==> src/rtl/uart_tx_arbiter.sv <==
// rtl/uart_tx_arbiter.sv - round-robin arbiter sharing one UART transmitter between N byte sources
module uart_tx_arbiter #(
    parameter int N          = 4,
    parameter int TIMEOUT    = 16,
    parameter int GAP_CYCLES = 0
) (
    input  logic                 clk,
    input  logic                 rst_n,
    input  logic [N-1:0]         req_valid_i,
    input  logic [8*N-1:0]       req_data_i,
    output logic [N-1:0]         req_ready_o,
    output logic [7:0]           uart_data_o,
    output logic                 uart_en_o,
    input  logic                 uart_busy_i,
    output logic [$clog2(N)-1:0] grant_id_o,
    output logic                 active_o,
    output logic                 err_timeout_o,
    input  logic                 err_clr_i
);

    localparam int             IDW       = $clog2(N);
    localparam int             TW        = $clog2(TIMEOUT);
    localparam logic [IDW:0]   N_W       = (IDW+1)'(N);
    localparam logic [IDW-1:0] LAST_ID   = IDW'(N - 1);
    // The counter is compared before it increments, so the last
    // idle WAIT_BUSY cycle is the one holding TIMEOUT-2.
    localparam logic [TW-1:0]  TCNT_LAST = TW'(TIMEOUT - 2);
    localparam logic [7:0]     GCNT_LAST = 8'(GAP_CYCLES - 1);

    typedef enum logic [2:0] {
        ST_IDLE,
        ST_LAUNCH,
        ST_WAIT_BUSY,
        ST_WAIT_DONE,
        ST_GAP
    } state_t;

    state_t         r_state;
    state_t         w_next;
    logic [IDW-1:0] r_rr_ptr;
    logic [IDW-1:0] r_grant;
    logic [7:0]     r_data;
    logic [TW-1:0]  r_tcnt;
    logic [7:0]     r_gcnt;
    logic           r_err;

    logic           w_any;
    logic [IDW-1:0] w_sel;
    logic [IDW:0]   w_sum;
    logic [IDW-1:0] w_idx;
    logic           w_accept;
    logic           w_timeout;

    // Round-robin pick: first valid requester at or after r_rr_ptr, wrapping at N.
    always_comb begin
        w_any = 1'b0;
        w_sel = '0;
        w_sum = '0;
        w_idx = '0;
        for (int k = 0; k < N; k++) begin
            w_sum = {1'b0, r_rr_ptr} + (IDW+1)'(k);
            w_idx = (w_sum >= N_W) ? IDW'(w_sum - N_W) : IDW'(w_sum);
            if (!w_any && req_valid_i[w_idx]) begin
                w_any = 1'b1;
                w_sel = w_idx;
            end
        end
    end

    // FSM state register.
    always_ff @(posedge clk or negedge rst_n) begin
        if (!rst_n) begin
            r_state <= ST_IDLE;
        end else begin
            r_state <= w_next;
        end
    end

    // FSM next-state decode plus the accept and timeout strobes.
    always_comb begin
        w_next    = r_state;
        w_accept  = 1'b0;
        w_timeout = 1'b0;
        case (r_state)
            ST_IDLE: begin
                // A busy transmitter in IDLE belongs to someone else; never grant over it.
                if (!uart_busy_i && w_any) begin
                    w_accept = 1'b1;
                    w_next   = ST_LAUNCH;
                end
            end
            ST_LAUNCH: begin
                w_next = ST_WAIT_BUSY;
            end
            ST_WAIT_BUSY: begin
                if (uart_busy_i) begin
                    w_next = ST_WAIT_DONE;
                end else if (r_tcnt == TCNT_LAST) begin
                    w_timeout = 1'b1;
                    w_next    = ST_IDLE;
                end
            end
            ST_WAIT_DONE: begin
                if (!uart_busy_i) begin
                    w_next = (GAP_CYCLES > 0) ? ST_GAP : ST_IDLE;
                end
            end
            ST_GAP: begin
                if (r_gcnt == GCNT_LAST) begin
                    w_next = ST_IDLE;
                end
            end
            default: begin
                w_next = ST_IDLE;
            end
        endcase
    end

    // Latch the granted byte, owner and pointer; run the frame counters and sticky error.
    always_ff @(posedge clk or negedge rst_n) begin
        if (!rst_n) begin
            r_rr_ptr <= '0;
            r_grant  <= '0;
            r_data   <= 8'h00;
            r_tcnt   <= '0;
            r_gcnt   <= 8'h00;
            r_err    <= 1'b0;
        end else begin
            if (w_accept) begin
                r_data   <= req_data_i[{w_sel, 3'b000} +: 8];
                r_grant  <= w_sel;
                r_rr_ptr <= (w_sel == LAST_ID) ? '0 : w_sel + 1'b1;
            end

            if (r_state == ST_LAUNCH) begin
                r_tcnt <= '0;
            end else if (r_state == ST_WAIT_BUSY && !uart_busy_i) begin
                r_tcnt <= r_tcnt + 1'b1;
            end

            if (r_state == ST_WAIT_DONE) begin
                r_gcnt <= 8'h00;
            end else if (r_state == ST_GAP) begin
                r_gcnt <= r_gcnt + 8'h01;
            end

            // A timeout landing in the same cycle as a clear keeps the flag set.
            if (w_timeout) begin
                r_err <= 1'b1;
            end else if (err_clr_i) begin
                r_err <= 1'b0;
            end
        end
    end

    // Ready is a same-cycle strobe; forced low while reset is applied.
    assign req_ready_o   = (w_accept && rst_n) ? ({{(N-1){1'b0}}, 1'b1} << w_sel) : '0;
    assign uart_data_o   = r_data;
    assign grant_id_o    = r_grant;
    assign uart_en_o     = (r_state == ST_LAUNCH);
    assign active_o      = (r_state != ST_IDLE);
    assign err_timeout_o = r_err;

endmodule
==> config.mk <==
export PLATFORM = sky130hd
export DESIGN_NAME = uart_tx_arbiter
export DESIGN_NICKNAME = d
export VERILOG_FILES = /design/src/rtl/uart_tx_arbiter.sv
export SDC_FILE = /design/constraint.sdc
export NUM_CORES = 1
export LEC_CHECK = 0
export BUFFER_PORTS_ARGS = -buffer_cell sky130_fd_sc_hd__clkbuf_2
export CAP_MARGIN = 5
export CORE_ASPECT_RATIO = 0.8
export CORE_MARGIN = 2
export CORE_UTILIZATION = 35
export DETAILED_ROUTE_END_ITERATION = 10
export PLACE_DENSITY = 0.66
export SLEW_MARGIN = 20
export SYNTH_ARGS = -nofsm -noshare
export SYNTH_HDL_FRONTEND = slang
export SYNTH_SLANG_ARGS = --single-unit
==> constraint.sdc <==
create_clock -name clk -period 1.55 [get_ports clk]
set_input_delay 0 -clock clk [delete_from_list [all_inputs] [get_ports clk]]
set_output_delay 0 -clock clk [all_outputs]
set_load 0.1 [all_outputs]
==> flow_summary.toml, run 1 <==
[finish]
regArea_sq_um = 477
nNetsFinal = 251
finalNonFillerCells = 244
multiInputGateArea_sq_um = 781
diodes = 0
fillCellCount = 258
postLayoutCellArea_sq_um = 1960
drive_gt1_share_pct = 53.9
area_growth_pct = 69.2

[placed_design]
place_area_sq_um = 1650
place.gp.congestion = 0.854
dpl.hpwl_um = 2540
dp.cells = 225
portBuffers = 56
place_ws_ns = -0.213

[sta]
setup_violations = 14
clock_skew_ns = 0.00305
clock.fmax_mhz = 527
fin_crit_sh_pct = 122
grt_setup_unrepaired = "yes"
setup_tns_ns = -3.69
final.min_clock_period_ns = 1.90
slew_violations = 0
slew_headroom_pct = 63.8
setup_ws_ns = -0.347
tightest_slew_ns = 0.546
hold_violations = 0

[route]
viasPerCell = 5.07
drtIter0Drc = 23
drc_errors = 0
wl_um = 3580
ant_nets = 0
vias = 1237
first_pass_iters = 4
post_drt_wl_per_cell_um = 14.7

[logic_synthesis]
synthTopCellsByArea = "dfrtp_1, mux2i_1, nand2_1"
synthArstFlopShare_pct = 100
ys_seq_area_share_pct = 40.9
synth_top_area_share_pct = 40.9
syn_area_per_cell_sq_um = 9.60
ys.flop_type = "dfrtp_1"
yosysUniqueCellTypes = 28
netlist_instances = 121
yosysWarnings = 0
synth-edff-count = 0
synth_common_cells = "nand2_1, dfrtp_1, mux2i_1"
yosysTopAreaCell = "dfrtp_1"
synth-seq-cells = 19
syn_nets = 167
synthMostInstantiatedCell = "nand2_1"
syn_area_sq_um = 1160

[worst_setup_path]
worstSetupPathType = "flip-flop to output port"
crit_fanout = 5
endpoint_kind = "output port"
rrSetupSlack_ns = -0.29
r2r-start = "r_rr_ptr[0]"
arrival_ns = 1.90
rr_endpoint = "uart_data_o[1]"
slowest_stage = "dfrtp_1"
cp_cell_sequence = "nand2b_1 -> nand2_2 -> a221oi_4 -> buf_4 -> ha_4 -> and3_4 -> buf_12"
cp-start-kind = "flip-flop"
ff2ff_path_depth = 9
cp.required_ns = 1.55
slowest_delay_ns = 0.45

[grt]
antenna_found_initial = 0
grt_max_degree = 20
grt_use_total_pct = 21.0
grt_pass1_vias = 1361
grt_pass1_wl_um = 6070
grt_overflow_total = 0

[cts]
insertion_delay_ns = 0.26
cts_tree = "done"
ctsHtreeMaxLevel = 1
clock_sinks = 19
clockBufferDepth = 2
clk_pin_slew_ns = 0.08
cts_buffers = 3
root_buffer = "clkbuf_8"

[hold_path]
hold_start = "req_data_i[26]"
min_to = "uart_data_o[2]"
min_path_cells = 3
worst_hold_path_type = "input pin to flip-flop"

[run_status]
violations = "setup timing"
status = "finished, violations left"

[floorplan]
start_util_pct = 37.1
fp.dieH_um = 55.5
die_w_um = 68.4
coreArea_sq_um = 3130
die-area_sq_um = 3800
io-pin-count = 57
rows = 18

[pwr]
max-vdd-ir-drop_mv = 1.65
fin_total_pwr_mw = 3.97
pwr_density_cell_nw_per_um2 = 2020
total_leakage_power_nw = 0.991

[run]
drv_cap = 0
-- registers in the layout (all words and copies together) (netlist names) --
signal and cells:
uart_data_o 8, r_rr_ptr 2, r_tcnt 4, grant_id_o 2
r_state 2, err_timeout_o 1
-- how the worst max path moves through the flow --
stage	start	to	slack, ns	cells past startpoint
finish	r_rr_ptr[0]	req_ready_o[2]	-0.35	7
global route	r_rr_ptr[0]	req_ready_o[2]	-0.41	7
CTS	r_rr_ptr[1]	req_ready_o[1]	-0.28	7
detailed placement	r_rr_ptr[1]	uart_data_o[6]	-0.21	6
global placement	r_state[1]	uart_data_o[4]	-0.11	4
floorplan	r_rr_ptr[1]	req_ready_o[1]	-0.16	8
-- layout make-up --
class | instances | area share, %
clock buffers | 3 | 2.10
clock inverters | 1 | 0.255
inverters | 5 | 1.27
multi-input cells | 94 | 39.7
flip-flops and latches | 19 | 24.3
well taps | 40 | 2.55
repair buffers | 82 | 29.8
-- placed cells by master, fill, tap and decap left out, types with 2 or more instances in the layout --
cell type	synthesis	routed
and3_4	0	4
buf_12	0	5
buf_4	0	20
buf_6	2	2
clkbuf_2	0	51
clkbuf_8	0	3
dfrtp_1	19	18
dlygate4sd3_1	0	3
ha_1	6	2
ha_2	0	2
ha_4	0	2
inv_1	5	3
mux2i_1	17	16
nand2_1	23	19
nand2_2	0	4
nand2b_1	3	3
nand3_1	3	3
nor2_1	7	7
nor3_1	2	2
o21ai_0	5	4
o221ai_1	8	4
o221ai_2	0	4
-- logic make-up (layout without fill, tap and decap cells) --
kind of cell / after synthesis / in the layout / synth area share, %
compound gates: 23 / 23 / 14.9
xor+xnor: 1 / 1 / 0.754
fa+ha+maj: 6 / 6 / 6.47
buf+inv: 8 / 91 / 3.88
flops: 19 / 19 / 40.9
mux: 17 / 17 / 14.7
simple gates: 47 / 47 / 18.4
-- through the flow --
stage,hold WS [ns],utilization (%)
after floorplan,-0.296,-
after global placement,0.0678,52.8
after detailed placement,0.0825,52.8
after CTS,0.0431,61.8
after global routing,0.0676,62.7
final,0.0450,62.7
-- report_power, final --
part	leakage (nW)	switching [mW]	internal, mW
registers	0.240	0.147	0.697
logic	0.726	1.86	0.907
clock network	0.0255	0.178	0.179
total	0.991	2.18	1.78
-- critical path, delay by kind of cell, from the launching register on --
family                   cells  cell delay [ns]
flip-flops                   1             0.45
AO/OA/AOI/OAI                1             0.32
buffers and inverters        2             0.36
AND/OR/NAND/NOR              3             0.40
adder cells (fa/ha/maj)      1             0.11
-- per-layer routing --
layer | share of wire, % | routed length (um) | vias up | GRT usage, %
met5 | 0 | 0 | - | 0
met4 | 2.9 | 102 | 0 | 8.29
met3 | 3.5 | 124 | 10 | 3.87
met2 | 53 | 1880 | 31 | 36.4
met1 | 41 | 1470 | 591 | 24.8
li1 | - | - | 605 | -
-- repair_timing --
action                     in CTS  in global routing
resized for setup              23                  6
setup endpoints to repair      14                 14
cloned                          2                  0
hold buffers                    3                  0
pin swaps                       5                  2
buffers inserted                9                  1
hold endpoints to repair       21                  0
Power figures use the tool's default switching activity.
==> run 2: changes to the inputs <==
--- a/config.mk
+++ b/config.mk
@@ -5,13 +5,13 @@
 export SDC_FILE = /design/constraint.sdc
 export NUM_CORES = 1
 export LEC_CHECK = 0
+export ABC_AREA = 1
 export BUFFER_PORTS_ARGS = -buffer_cell sky130_fd_sc_hd__clkbuf_2
 export CAP_MARGIN = 5
 export CORE_ASPECT_RATIO = 0.8
 export CORE_MARGIN = 2
 export CORE_UTILIZATION = 35
 export DETAILED_ROUTE_END_ITERATION = 10
-export PLACE_DENSITY = 0.66
 export SLEW_MARGIN = 20
 export SYNTH_ARGS = -nofsm -noshare
 export SYNTH_HDL_FRONTEND = slang
==> flow_summary.toml, run 2 <==
[run_status]
status = "finished, violations left"
violations = "setup timing"

[sta]
slew_violations = 0
setup_violations = 18
fin_crit_sh_pct = 136
slew_headroom_pct = 63.9
final.min_clock_period_ns = 2.10
tightest_slew_ns = 0.544
grt_setup_unrepaired = "yes"
setup_ws_ns = -0.553
clock.fmax_mhz = 476
hold_violations = 0
clock_skew_ns = 0.00389

[grt]
antenna_found_initial = 0
grt_overflow_total = 0
grt_max_degree = 20
grt_pass1_vias = 1764
grt_use_total_pct = 18.3
grt_pass1_wl_um = 7690

[finish]
layout_common_cells = "nand2_1, clkbuf_2, buf_4"
fillCellCount = 449
layout.cells.most_common = "nand2_1"
area_growth_pct = 57.0
nNetsFinal = 393
largest_reg_flops = 8
diodes = 0
drive_gt1_share_pct = 45.1

[cts]
clk_pin_slew_ns = 0.07
clockBufferDepth = 2
clock_sinks = 19
cts_buffers = 3
cts_tree = "done"
insertion_delay_ns = 0.26
root_buffer = "clkbuf_8"
ctsHtreeMaxLevel = 1

[placed_design]
dpl.hpwl_um = 3400
portBuffers = 56
place_ws_ns = -0.303
place.gp.congestion = 0.806

[worst_setup_path]
slowest_delay_ns = 0.44
rrSetupSlack_ns = -0.43
rr_endpoint = "uart_data_o[3]"
ff2ff_path_depth = 16
cp-start-kind = "flip-flop"
endpoint_kind = "output port"
worstSetupPathType = "flip-flop to output port"
crit_fanout = 9
cp_num_buf_inv = 4
worst-path-stages = 12
arrival_ns = 2.10
crit_end = "req_ready_o[2]"
crit_start = "r_rr_ptr[0]"
cp_cell_sequence = "buf_12 -> nand2_2 -> nand2_4 -> o21ai_0 -> nand3_2 -> nand3_2 -> nand2_4 -> inv_4 -> ha_1 -> inv_2 -> nor2_4 -> buf_12"
cp.required_ns = 1.55
cpLargestDelayFamily = "simple AND/OR/NAND/NOR gates"
slowest_stage = "dfrtp_2"
r2r-start = "r_rr_ptr[0]"

[logic_synthesis]
ys_seq_area_share_pct = 29.3
netlist_instances = 253
synth-edff-count = 0
yosysTopAreaCell = "dfrtp_1"
ys.flop_type = "dfrtp_1"
yosysWarnings = 0
synth_common_cells = "nand2_1, inv_1, nand3_1"
synthArstFlopShare_pct = 100
yosysUniqueCellTypes = 26
synthTopCellsByArea = "dfrtp_1, nand2_1, nand3_1"
synth-seq-cells = 19
syn_nets = 299
syn_area_sq_um = 1620
synth_top_area_share_pct = 29.3
synthMostInstantiatedCell = "nand2_1"
syn_area_per_cell_sq_um = 6.42

[floorplan]
start_util_pct = 36.0
die_w_um = 80.2
io-pin-count = 57
fp.dieH_um = 64.9
die-area_sq_um = 5200
rows = 22
coreArea_sq_um = 4510

[hold_path]
hold_start = "req_data_i[11]"
worst_hold_path_type = "input pin to flip-flop"

[route]
post_drt_wl_per_cell_um = 10.6
drtIter0Drc = 80
wl_um = 4310
vias = 1788
viasPerCell = 4.40
drc_errors = 0
first_pass_iters = 4
ant_nets = 0

[run]
drv_cap = 0
[run 2: cell count changes after synthesis, sizes merged, moves of 4 or more]
| cell | delta |
|---|---|
| buf | +4 |
| nor2 | +6 |
| nand2 | +99 |
| and3 | -4 |
| o221ai | -8 |
| inv | +34 |
| mux2i | -17 |
| nand3 | +29 |
[run 2: area by class of cell]
class	instances	area, sq um	share of cell area, %
multi-input cells	189	1100	43.0
clock buffers	4	45.0	1.77
repair buffers	95	696	27.3
flip-flops and latches	19	478	18.7
well taps	60	75.1	2.94
inverters	39	159	6.23
[run 2: worst min-delay path by stage]
stage | end | slack (ns) | cells past startpoint
floorplan | err_timeout_o | -0.30 | 0
global placement | grant_id_o[1] | 0.10 | 2
detailed placement | uart_data_o[3] | 0.1 | 2
CTS | uart_data_o[7] | 0.05 | 5
global route | uart_data_o[7] | 0.07 | 5
finish | uart_data_o[3] | 0.05 | 5
[run 2: what timing repair did]
action / in CTS / in global routing
cloned: 1 / 0
setup endpoints to repair: 18 / 19
setup buffers: 6 / 5
pin swaps: 1 / 1
hold buffers: 2 / 0
endpoints found under the hold margin: 20 / 0
resized for setup: 13 / 19
[run 2: cell families (layout without fill, tap and decap cells)]
logic type	count (synthesis)	in the layout	synth area share [%]
flip-flops	19	19	29.3
adder cells (fa/ha/maj)	6	6	4.62
buffers and inverters	45	138	12.6
AND/OR/NAND/NOR	171	171	49.4
AO/OA/AOI/OAI	12	12	4.16
[run 2: metrics by stage]
stage | util [%] | cells | cell area (sq um) | hold WS, ns | setup TNS, ns
2_1_floorplan | - | 253 | 1720 | -0.296 | -2.04
3_3_place_gp | 50.6 | 388 | 2280 | 0.102 | -4.02
3_5_place_dp | 50.6 | 388 | 2280 | 0.0988 | -4.49
4_1_cts | 54.6 | 401 | 2460 | 0.0499 | -5.63
5_1_grt | 56.5 | 406 | 2550 | 0.0748 | -8.69
6_report | 56.5 | 406 | 2550 | 0.0508 | -6.34
[run 2: layer usage]
metal / wire length [um] / global-route usage (%) / vias to the layer above
met1: 2090 / 24.8 / 778
met3: 236 / 3.76 / 6
met4: 44 / 2.97 / 0
met5: 0 / 0 / -
met2: 1940 / 30.5 / 45
li1: - / - / 959
[run 2: worst min-delay path, cell delays in order]
cell      delay, ns
clkbuf_2       0.07
nand2_1        0.04
nand2_1        0.05
nand2_1        0.05
nand3_1        0.06
Power of run 2 is not shown: default switching activity piles up to over one toggle a cycle in this logic, so the estimate is an artifact.
==> run 3: changes to the inputs <==
--- a/config.mk
+++ b/config.mk
@@ -8,10 +8,14 @@
 export ABC_AREA = 1
 export BUFFER_PORTS_ARGS = -buffer_cell sky130_fd_sc_hd__clkbuf_2
 export CAP_MARGIN = 5
+export CELL_PAD_IN_SITES_DETAIL_PLACEMENT = 1
+export CELL_PAD_IN_SITES_GLOBAL_PLACEMENT = 1
 export CORE_ASPECT_RATIO = 0.8
 export CORE_MARGIN = 2
-export CORE_UTILIZATION = 35
+export CORE_UTILIZATION = 30
+export CTS_CLUSTER_SIZE = 24
 export DETAILED_ROUTE_END_ITERATION = 10
+export PLACE_DENSITY_LB_ADDON = 0.1
 export SLEW_MARGIN = 20
 export SYNTH_ARGS = -nofsm -noshare
 export SYNTH_HDL_FRONTEND = slang
==> flow_summary.toml, run 3 (synthesis results as in run 2) <==
[worst_setup_path]
cp-start-kind = "flip-flop"
cp.required_ns = 1.55
crit_fanout = 7
arrival_ns = 2.11
worstSetupPathType = "flip-flop to output port"
endpoint_kind = "output port"

[grt]
antenna_found_initial = 0
grt_pass1_vias = 1946
grt_pass1_wl_um = 9140
grt_overflow_total = 0
grt_use_total_pct = 18.7
grt_max_degree = 20

[floorplan]
io-pin-count = 57
die_w_um = 86.3
die-area_sq_um = 6020
fp.dieH_um = 69.8
rows = 23
start_util_pct = 31.7
coreArea_sq_um = 5120

[route]
first_pass_iters = 4
post_drt_wl_per_cell_um = 13.5
viasPerCell = 4.65
drc_errors = 0
wl_um = 5460
ant_nets = 0
drtIter0Drc = 64
vias = 1882

[placed_design]
portBuffers = 56
place.gp.congestion = 0.808
place_ws_ns = -0.364
dpl.hpwl_um = 4010

[run]
drv_cap = 0

[sta]
fin_crit_sh_pct = 136
slew_violations = 0
clock.fmax_mhz = 474
tightest_slew_ns = 0.549
final.min_clock_period_ns = 2.11
hold_violations = 0
clock_skew_ns = 0.00366
grt_setup_unrepaired = "yes"
setup_ws_ns = -0.562
setup_violations = 18
slew_headroom_pct = 63.6

[cts]
clock_sinks = 19
root_buffer = "clkbuf_8"
clockBufferDepth = 2
ctsHtreeMaxLevel = 1
insertion_delay_ns = 0.26
cts_buffers = 3
clk_pin_slew_ns = 0.08
cts_tree = "done"

[finish]
layout_common_cells = "nand2_1, clkbuf_2, inv_1"
drive_gt1_share_pct = 48.1
largest_reg_flops = 8
layout.cells.most_common = "nand2_1"
diodes = 0
area_growth_pct = 61.8
nNetsFinal = 390

[run_status]
violations = "setup timing"
status = "finished, violations left"

[hold_path]
worst_hold_path_type = "input pin to flip-flop"
[run 3: timing repair]
item,4_1_cts,5_1_grt
pin swaps,15,5
setup endpoints to repair,18,19
setup buffers,5,2
hold buffers,2,0
gates cloned,0,1
endpoints found under the hold margin,20,0
gates resized for setup,41,13
[run 3: critical path: stages, from the launching register on]
cell	delay, ns
dfrtp_2	0.45
buf_6	0.16
nand2_4	0.06
nand2_4	0.07
nand2_4	0.07
nand2_4	0.06
nor2_8	0.15
nand3_2	0.09
nand3_2	0.09
nand2_4	0.11
inv_6	0.10
ha_4	0.12
inv_2	0.04
nor2_4	0.11
buf_12	0.18
[run 3: area by class of cell]
type	instances	area (sq um)
Fill cell	678	2490
Multi-Input combinational cell	190	1190
Timing Repair Buffer	91	673
Sequential cell	19	477
Inverter	39	164
Tap cell	62	77.6
Clock buffer	3	41.3
Clock inverter	1	5.00
[run 3: path summary, 6_finish.rpt]
check | slack, ns | from | cells after the start | end
setup / recovery | -0.56 | r_rr_ptr[0] | 14 | req_ready_o[3]
hold / removal | 0.05 | uart_busy_i | 3 | r_state[0]
setup reg to reg | -0.42 | r_rr_ptr[0] | 15 | uart_data_o[2]
hold reg to reg | 0.49 | grant_id_o[1] | 2 | grant_id_o[1]
max in group asynchronous | 0.94 | rst_n | 3 | r_rr_ptr[0]
min in group asynchronous | 0.38 | rst_n | 3 | uart_data_o[7]
[run 3: layer usage]
metal,global-route usage [%],vias to the layer above,part of all wire [%]
li1,-,953,-
met1,23.7,885,46
met2,33.4,38,49
met3,2.50,6,3.2
met4,4.34,0,1.6
met5,0,-,0
[run 3: per-stage QoR]
step | util [%] | hold WS, ns | cell area, sq um | std cells | TNS (ns)
finish | 51.3 | 0.0453 | 2630 | 405 | -6.42
floorplan | - | -0.296 | 1720 | 253 | -2.04
detailed placement | 45.0 | 0.104 | 2310 | 391 | -5.12
global placement | 45.0 | 0.0988 | 2310 | 391 | -4.02
CTS | 49.9 | 0.0372 | 2560 | 402 | -6.84
global route | 51.3 | 0.0715 | 2630 | 405 | -8.75
Power of run 3 is left out for the same reason.
